===== src/rtl/cache_req_arbiter_if.sv =====
// Requester and cache bundle for cache_req_arbiter.
// master: arbiter side; slave: requesters plus cache side.
interface cache_req_arbiter_if #(
    parameter int ADDR_W = 8,
    parameter int DATA_W = 8
);
    logic              r0_valid;
    logic              r0_ready;
    logic              r0_we;
    logic [ADDR_W-1:0] r0_addr;
    logic [DATA_W-1:0] r0_wdata;
    logic              r0_rsp_valid;
    logic [DATA_W-1:0] r0_rdata;
    logic              r0_hit;

    logic              r1_valid;
    logic              r1_ready;
    logic              r1_we;
    logic [ADDR_W-1:0] r1_addr;
    logic [DATA_W-1:0] r1_wdata;
    logic              r1_rsp_valid;
    logic [DATA_W-1:0] r1_rdata;
    logic              r1_hit;

    logic              c_req;
    logic              c_we;
    logic [ADDR_W-1:0] c_addr;
    logic [DATA_W-1:0] c_wdata;
    logic              c_done;
    logic [DATA_W-1:0] c_rdata;
    logic              c_hit;

    modport master (
        input  r0_valid, r0_we, r0_addr, r0_wdata,
        output r0_ready, r0_rsp_valid, r0_rdata, r0_hit,
        input  r1_valid, r1_we, r1_addr, r1_wdata,
        output r1_ready, r1_rsp_valid, r1_rdata, r1_hit,
        output c_req, c_we, c_addr, c_wdata,
        input  c_done, c_rdata, c_hit
    );

    modport slave (
        output r0_valid, r0_we, r0_addr, r0_wdata,
        input  r0_ready, r0_rsp_valid, r0_rdata, r0_hit,
        output r1_valid, r1_we, r1_addr, r1_wdata,
        input  r1_ready, r1_rsp_valid, r1_rdata, r1_hit,
        input  c_req, c_we, c_addr, c_wdata,
        output c_done, c_rdata, c_hit
    );
endinterface


===== src/rtl/cache_req_arbiter.sv =====
// Round-robin arbiter sharing one cache port between r0 and r1.
// Ports: clk, reset, bus (requesters + cache), busy, hit/miss counts, timeout_err.
module cache_req_arbiter #(
    parameter int ADDR_W  = 8,
    parameter int DATA_W  = 8,
    parameter int CNT_W   = 16,
    parameter int TIMEOUT = 15
) (
    input  logic                clk,
    input  logic                reset,
    cache_req_arbiter_if.master bus,
    output logic                busy,
    output logic [CNT_W-1:0]    hit_count,
    output logic [CNT_W-1:0]    miss_count,
    output logic                timeout_err
);
    typedef enum logic [1:0] {IDLE, ISSUE, WAIT, RESP} state_t;

    // Timer counts 0..TIMEOUT-1; the last WAIT cycle is when it holds TIMEOUT-1.
    localparam int TW = (TIMEOUT < 2) ? 1 : $clog2(TIMEOUT);
    localparam logic [TW-1:0] T_LAST = TW'(TIMEOUT - 1);

    state_t            state_q, state_d;
    logic              rr_q, rr_d;
    logic              own_q, own_d;
    logic              we_q, we_d;
    logic [ADDR_W-1:0] addr_q, addr_d;
    logic [DATA_W-1:0] wdata_q, wdata_d;
    logic              req_q, req_d;
    logic [TW-1:0]     tmr_q, tmr_d;
    logic              rsp_q, rsp_d;
    logic [DATA_W-1:0] rd0_q, rd0_d, rd1_q, rd1_d;
    logic              ht0_q, ht0_d, ht1_q, ht1_d;
    logic              hcap_q, hcap_d;
    logic              to_q, to_d;
    logic [CNT_W-1:0]  hcnt_q, hcnt_d, mcnt_q, mcnt_d;
    logic              terr_q, terr_d;

    logic pick1, rdy0, rdy1;

    // On a tie rr_q selects the winner (0 = r0).
    assign pick1 = bus.r1_valid & (~bus.r0_valid | rr_q);
    assign rdy0  = ~reset & (state_q == IDLE) & bus.r0_valid & ~pick1;
    assign rdy1  = ~reset & (state_q == IDLE) & pick1;

    always_comb begin
        state_d = state_q;
        rr_d    = rr_q;
        own_d   = own_q;
        we_d    = we_q;
        addr_d  = addr_q;
        wdata_d = wdata_q;
        req_d   = 1'b0;
        tmr_d   = tmr_q;
        rsp_d   = 1'b0;
        rd0_d   = rd0_q;
        rd1_d   = rd1_q;
        ht0_d   = ht0_q;
        ht1_d   = ht1_q;
        hcap_d  = hcap_q;
        to_d    = to_q;
        hcnt_d  = hcnt_q;
        mcnt_d  = mcnt_q;
        terr_d  = terr_q;
        unique case (state_q)
            IDLE: begin
                if (rdy0 | rdy1) begin
                    own_d   = rdy1;
                    we_d    = rdy1 ? bus.r1_we    : bus.r0_we;
                    addr_d  = rdy1 ? bus.r1_addr  : bus.r0_addr;
                    wdata_d = rdy1 ? bus.r1_wdata : bus.r0_wdata;
                    req_d   = 1'b1;
                    state_d = ISSUE;
                end
            end
            ISSUE: begin
                tmr_d   = '0;
                to_d    = 1'b0;
                state_d = WAIT;
            end
            WAIT: begin
                if (bus.c_done) begin
                    hcap_d = bus.c_hit;
                    rsp_d  = 1'b1;
                    if (own_q) begin
                        rd1_d = bus.c_rdata;
                        ht1_d = bus.c_hit;
                    end else begin
                        rd0_d = bus.c_rdata;
                        ht0_d = bus.c_hit;
                    end
                    state_d = RESP;
                end else if (tmr_q == T_LAST) begin
                    hcap_d = 1'b0;
                    to_d   = 1'b1;
                    terr_d = 1'b1;
                    rsp_d  = 1'b1;
                    if (own_q) begin
                        rd1_d = '0;
                        ht1_d = 1'b0;
                    end else begin
                        rd0_d = '0;
                        ht0_d = 1'b0;
                    end
                    state_d = RESP;
                end else begin
                    tmr_d = tmr_q + TW'(1);
                end
            end
            RESP: begin
                rr_d = ~own_q;
                if (!to_q) begin
                    if (hcap_q) begin
                        if (hcnt_q != '1) hcnt_d = hcnt_q + CNT_W'(1);
                    end else begin
                        if (mcnt_q != '1) mcnt_d = mcnt_q + CNT_W'(1);
                    end
                end
                state_d = IDLE;
            end
            default: state_d = IDLE;
        endcase
    end

    always_ff @(posedge clk) begin
        if (reset) begin
            state_q <= IDLE;
            rr_q    <= 1'b0;
            own_q   <= 1'b0;
            we_q    <= 1'b0;
            addr_q  <= '0;
            wdata_q <= '0;
            req_q   <= 1'b0;
            tmr_q   <= '0;
            rsp_q   <= 1'b0;
            rd0_q   <= '0;
            rd1_q   <= '0;
            ht0_q   <= 1'b0;
            ht1_q   <= 1'b0;
            hcap_q  <= 1'b0;
            to_q    <= 1'b0;
            hcnt_q  <= '0;
            mcnt_q  <= '0;
            terr_q  <= 1'b0;
        end else begin
            state_q <= state_d;
            rr_q    <= rr_d;
            own_q   <= own_d;
            we_q    <= we_d;
            addr_q  <= addr_d;
            wdata_q <= wdata_d;
            req_q   <= req_d;
            tmr_q   <= tmr_d;
            rsp_q   <= rsp_d;
            rd0_q   <= rd0_d;
            rd1_q   <= rd1_d;
            ht0_q   <= ht0_d;
            ht1_q   <= ht1_d;
            hcap_q  <= hcap_d;
            to_q    <= to_d;
            hcnt_q  <= hcnt_d;
            mcnt_q  <= mcnt_d;
            terr_q  <= terr_d;
        end
    end

    assign bus.r0_ready     = rdy0;
    assign bus.r1_ready     = rdy1;
    assign bus.r0_rsp_valid = rsp_q & ~own_q;
    assign bus.r1_rsp_valid = rsp_q & own_q;
    assign bus.r0_rdata     = rd0_q;
    assign bus.r1_rdata     = rd1_q;
    assign bus.r0_hit       = ht0_q;
    assign bus.r1_hit       = ht1_q;
    assign bus.c_req        = req_q;
    assign bus.c_we         = we_q;
    assign bus.c_addr       = addr_q;
    assign bus.c_wdata      = wdata_q;

    assign busy        = (state_q != IDLE);
    assign hit_count   = hcnt_q;
    assign miss_count  = mcnt_q;
    assign timeout_err = terr_q;
endmodule

===== src/flat_wrapper.sv =====
// flat-port wrapper written by rule: the top's interface ports become plain ports
module cache_req_arbiter_flat 
#(
    parameter int ADDR_W  = 8,
    parameter int DATA_W  = 8,
    parameter int CNT_W   = 16,
    parameter int TIMEOUT = 15
)
  (clk, reset, busy, hit_count, miss_count, timeout_err, bus_r0_valid, bus_r0_we, bus_r0_addr, bus_r0_wdata, bus_r0_ready, bus_r0_rsp_valid, bus_r0_rdata, bus_r0_hit, bus_r1_valid, bus_r1_we, bus_r1_addr, bus_r1_wdata, bus_r1_ready, bus_r1_rsp_valid, bus_r1_rdata, bus_r1_hit, bus_c_req, bus_c_we, bus_c_addr, bus_c_wdata, bus_c_done, bus_c_rdata, bus_c_hit);
  cache_req_arbiter_if #(.ADDR_W(ADDR_W), .DATA_W(DATA_W)) bus_i ();
  input  logic clk;
  input  logic reset;
  output logic busy;
  output logic [CNT_W-1:0] hit_count;
  output logic [CNT_W-1:0] miss_count;
  output logic timeout_err;
  input wire logic [$bits(bus_i.r0_valid)-1:0] bus_r0_valid;
  input wire logic [$bits(bus_i.r0_we)-1:0] bus_r0_we;
  input wire logic [$bits(bus_i.r0_addr)-1:0] bus_r0_addr;
  input wire logic [$bits(bus_i.r0_wdata)-1:0] bus_r0_wdata;
  output wire logic [$bits(bus_i.r0_ready)-1:0] bus_r0_ready;
  output wire logic [$bits(bus_i.r0_rsp_valid)-1:0] bus_r0_rsp_valid;
  output wire logic [$bits(bus_i.r0_rdata)-1:0] bus_r0_rdata;
  output wire logic [$bits(bus_i.r0_hit)-1:0] bus_r0_hit;
  input wire logic [$bits(bus_i.r1_valid)-1:0] bus_r1_valid;
  input wire logic [$bits(bus_i.r1_we)-1:0] bus_r1_we;
  input wire logic [$bits(bus_i.r1_addr)-1:0] bus_r1_addr;
  input wire logic [$bits(bus_i.r1_wdata)-1:0] bus_r1_wdata;
  output wire logic [$bits(bus_i.r1_ready)-1:0] bus_r1_ready;
  output wire logic [$bits(bus_i.r1_rsp_valid)-1:0] bus_r1_rsp_valid;
  output wire logic [$bits(bus_i.r1_rdata)-1:0] bus_r1_rdata;
  output wire logic [$bits(bus_i.r1_hit)-1:0] bus_r1_hit;
  output wire logic [$bits(bus_i.c_req)-1:0] bus_c_req;
  output wire logic [$bits(bus_i.c_we)-1:0] bus_c_we;
  output wire logic [$bits(bus_i.c_addr)-1:0] bus_c_addr;
  output wire logic [$bits(bus_i.c_wdata)-1:0] bus_c_wdata;
  input wire logic [$bits(bus_i.c_done)-1:0] bus_c_done;
  input wire logic [$bits(bus_i.c_rdata)-1:0] bus_c_rdata;
  input wire logic [$bits(bus_i.c_hit)-1:0] bus_c_hit;
  assign bus_i.r0_valid = bus_r0_valid;
  assign bus_i.r0_we = bus_r0_we;
  assign bus_i.r0_addr = bus_r0_addr;
  assign bus_i.r0_wdata = bus_r0_wdata;
  assign bus_r0_ready = bus_i.r0_ready;
  assign bus_r0_rsp_valid = bus_i.r0_rsp_valid;
  assign bus_r0_rdata = bus_i.r0_rdata;
  assign bus_r0_hit = bus_i.r0_hit;
  assign bus_i.r1_valid = bus_r1_valid;
  assign bus_i.r1_we = bus_r1_we;
  assign bus_i.r1_addr = bus_r1_addr;
  assign bus_i.r1_wdata = bus_r1_wdata;
  assign bus_r1_ready = bus_i.r1_ready;
  assign bus_r1_rsp_valid = bus_i.r1_rsp_valid;
  assign bus_r1_rdata = bus_i.r1_rdata;
  assign bus_r1_hit = bus_i.r1_hit;
  assign bus_c_req = bus_i.c_req;
  assign bus_c_we = bus_i.c_we;
  assign bus_c_addr = bus_i.c_addr;
  assign bus_c_wdata = bus_i.c_wdata;
  assign bus_i.c_done = bus_c_done;
  assign bus_i.c_rdata = bus_c_rdata;
  assign bus_i.c_hit = bus_c_hit;
  cache_req_arbiter #(.ADDR_W(ADDR_W), .DATA_W(DATA_W), .CNT_W(CNT_W), .TIMEOUT(TIMEOUT)) u_core (.clk(clk), .reset(reset), .bus(bus_i), .busy(busy), .hit_count(hit_count), .miss_count(miss_count), .timeout_err(timeout_err));
endmodule

===== config.mk =====
export PLATFORM = sky130hd
export DESIGN_NAME = cache_req_arbiter_flat
export DESIGN_NICKNAME = d
export VERILOG_FILES = /design/src/rtl/cache_req_arbiter_if.sv /design/src/rtl/cache_req_arbiter.sv /design/src/flat_wrapper.sv
export SDC_FILE = /design/constraint.sdc
export NUM_CORES = 1
export LEC_CHECK = 0
export ABC_CLOCK_PERIOD_IN_PS = 4900
export CAP_MARGIN = 10
export CORE_MARGIN = 2
export CORE_UTILIZATION = 30
export CTS_CLUSTER_DIAMETER = 40
export DETAILED_ROUTE_END_ITERATION = 10
export GPL_TIMING_DRIVEN = 0
export HOLD_SLACK_MARGIN = 0.12
export PLACE_DENSITY = 0.64
export SLEW_MARGIN = 20
export SYNTH_ARGS = -nofsm -noshare
export SYNTH_HDL_FRONTEND = slang
export SYNTH_SLANG_ARGS = --single-unit

===== constraint.sdc =====
create_clock -name clk -period 4.9 [get_ports clk]
set_input_delay 0.98 -clock clk [delete_from_list [all_inputs] [get_ports clk]]
set_output_delay 0.98 -clock clk [all_outputs]
set_load 0.02 [all_outputs]

==> out/qor.txt <==
Count of different cell masters after synthesis: 47
Async set-reset flop share out of synthesis: 0%
Final nets: 617
Starting Density: 30.38%
Clock group share of total power: 37.8%
Cts bufs inserted: 9
Relative slew slack: 50.59%
Period utilisation layout: 83.44%
Final Max Tran Viols: 0
Final setup viols: 0
Most frequent cells in the layout: clkdlybuf4s50_1, dfxtp_1, a21oi_1
Final Total Pwr: 1.925 mW
Drt drc: 0
Layout cells sized above 1: 5.133%
Crit-path max FO: 10
CTS root buf: clkbuf_16
Post-Synthesis Cells: 428
Routed vias: 3751
Pleak: 1.876 nW
Post-route ant nets: 0
Crit. End Element: output port
Core area: 12470 sq um
# clock sinks: 80
Placement Rows: 41
CTS Hold Bufs: 0
Register bit count reported by yosys: 80
CP Class: in2out
Worst-Margin Slew: 0.7379 ns
Post-Route WL: 10400 um
FMAX: 244.6 MHz
Largest net degree at the start of global routing: 15
Initial antenna violation count: 0
Grt total ovfl: 0
Pre-Repair DR Iteration Count: 4
GR Util All Layers: 15.51%
RSZ-0062 raised after global routing: false
Sw Share: 29.30%
DIE AREA: 13540 sq um
Seq/Total Area, Yosys: 42.29%
Worst clock skew: 0.006052 ns
First-pass GRT wire length: 16660 um
GPL Wtd Cong: 0.8149
Hold Vio Cnt, Final: 0
Maximum VDD drop: 0.1609 mV
# resized after CTS: 0
Status: completed
Die span in y: 116.4 um
Post-DP HPWL: 7667 um
Number of global-route vias before repair: 3537
Worst Path Required: 3.92 ns
Final min period: 4.088 ns
WL/cell: 14.11 um
Port bufs: 121
Pint: 1.361 mW
Largest stage delay, worst path: 0.60 ns
Postcts setup bufs: 0
Io pins: 122
Prevailing post-synth register cell: dfxtp_1
P_sw: 564.0 uW
Number of synthesized flops with an enable pin: 0
Synth Cell Area: 3787 sq um
P&R area growth vs syn: 46.15%
CTS tree: built
Vias/cell: 5.090
ANT cells: 0
Max-cap violations: 0
Post-synthesis net count: 485
Ys Warns: 0
Initial drt markers: 227
Slowest stage cell, crit path: clkdlybuf4s50_1
Power per standard cell area: 347.8 nW/um^2
Commonest non-fill, non-tap cell in the layout: clkdlybuf4s50_1
Combinational power share: 24.0%
CP cell instances: clkdlybuf4s50_1, inv_1, nand4_1, clkbuf_1, inv_1, clkdlybuf4s50_1
H-tree depth: 3
Sequential Power Share: 38.2%
# fillers: 1235
Die X: 116.4 um
Setup TNS: 0 ns
Worst-Skew Late Latency: 0.34 ns
CTS clk-pin slew, worst paths: 0.06 ns
Avg Cell Area, Syn: 8.849 sq um
CTS Buffer Depth: 2
Worst min-delay path class: reg2reg
Crit path DAT: 3.11 ns
Crit start category: input pin
[cells by family (layout without fill, tap and decap cells)]
logic type	count (synthesis)	count (layout)	share of synthesized area (%)
xor+xnor	1	1	0.2313
simple gates	166	166	24.94
flops	80	80	42.29
fa+ha+maj	9	9	2.973
mux	30	30	7.995
compound gates	102	102	17.11
buf+inv	40	177	4.460
[metal layers]
metal | vias up | global-route usage, % | share of wire [%] | wire, um
met3 | 10 | 4.515 | 6.5 | 680
met5 | - | 0 | 0 | 0
met1 | 1772 | 19.50 | 46 | 4748
met4 | 0 | 5.635 | 0.77 | 80
li1 | 1864 | - | - | -
met2 | 105 | 25.31 | 47 | 4888
[synthesized netlist by cell type, types with 3 or more instances]
cell	number	area [sq um]
a21oi_1	40	200.2
nand4_1	18	112.6
nor2b_1	3	18.77
nor2_1	37	138.9
or3_1	9	56.30
and2_1	12	75.07
dfxtp_1	80	1602
and4_1	3	26.28
nand2_1	28	105.1
nand2b_1	3	18.77
inv_1	13	48.80
a211oi_1	17	127.6
and3_1	8	50.05
o31ai_1	18	135.1
ha_1	9	112.6
clkbuf_1	17	63.81
buf_2	6	30.03
nand3_1	10	50.05
o211ai_1	4	30.03
nor4_1	4	25.02
or4_1	18	135.1
o21ai_0	12	60.06
mux2i_1	28	280.3
[flip-flops by register name, indices dropped and copies added (netlist names)]
name and count:
u_core.hit_count 16, u_core.miss_count 16, u_core.bus.c_addr 8, u_core.bus.c_wdata 8, u_core.bus.r0_rdata 8, u_core.bus.r1_rdata 8, u_core.tmr_q 4, u_core.state_q 2
u_core.bus.c_req 1, u_core.bus.c_we 1, u_core.bus.r0_hit 1, u_core.bus.r1_hit 1, u_core.hcap_q 1, u_core.own_q 1, u_core.rr_q 1, u_core.rsp_q 1
u_core.timeout_err 1, u_core.to_q 1
[power by group through the flow]
stage	logic, mW	registers (mW)	clock network [mW]
3_5_place_dp	0.462	0.747	0
6_report	0.462	0.735	0.728
5_1_grt	0.502	0.741	0.775
4_1_cts	0.465	0.735	0.745
3_3_place_gp	0.454	0.747	0
2_1_floorplan	0.227	0.788	0
[per-stage QoR]
step	cell area (sq um)	worst slack [ns]	util (%)	cells	hold WS [ns]
floorplan	3787	2.153	-	428	0.4511
global placement	5214	0.7382	41.82	721	0.4499
detailed placement	5214	0.7674	41.82	721	0.4508
CTS	5535	0.7481	44.40	737	0.4559
global route	5535	0.6182	44.40	737	0.4822
finish	5535	0.8117	44.40	737	0.4563
[layout make-up]
type                       count  area [sq um]  share of cell area [%]
inverter                      13         48.80                  0.8816
timing repair buffer         121          1211                   21.88
sequential                    80          1602                   28.93
buffer                        27         120.1                   2.170
clock buffer                  10         229.0                   4.137
multi-input combinational    308          2017                   36.44
clock inverter                 6         92.59                   1.673
tap                          172         215.2                   3.888
[final timing paths]
kind                                                            end  depth (start not counted)  slack (ns)                                 from
worst max-delay path                                   bus_r1_ready                          6        0.81                                reset
worst min-delay path            u_core.bus.r1_rdata[2]$_SDFFE_PP0P_                          2        0.46  u_core.bus.r1_rdata[2]$_SDFFE_PP0P_
worst max register to register   u_core.miss_count[13]$_SDFFE_PP0P_                          6        2.79    u_core.miss_count[0]$_SDFFE_PP0P_
worst min register to register  u_core.bus.r1_rdata[2]$_SDFFE_PP0P_                          2        0.46  u_core.bus.r1_rdata[2]$_SDFFE_PP0P_
[worst max-delay path: cells and delay by family]
family / cells / cell delay, ns
and+or+nand+nor: 1 / 0.38
buffers and inverters: 5 / 1.75
No activity file was read; power rests on OpenSTA's default activity.
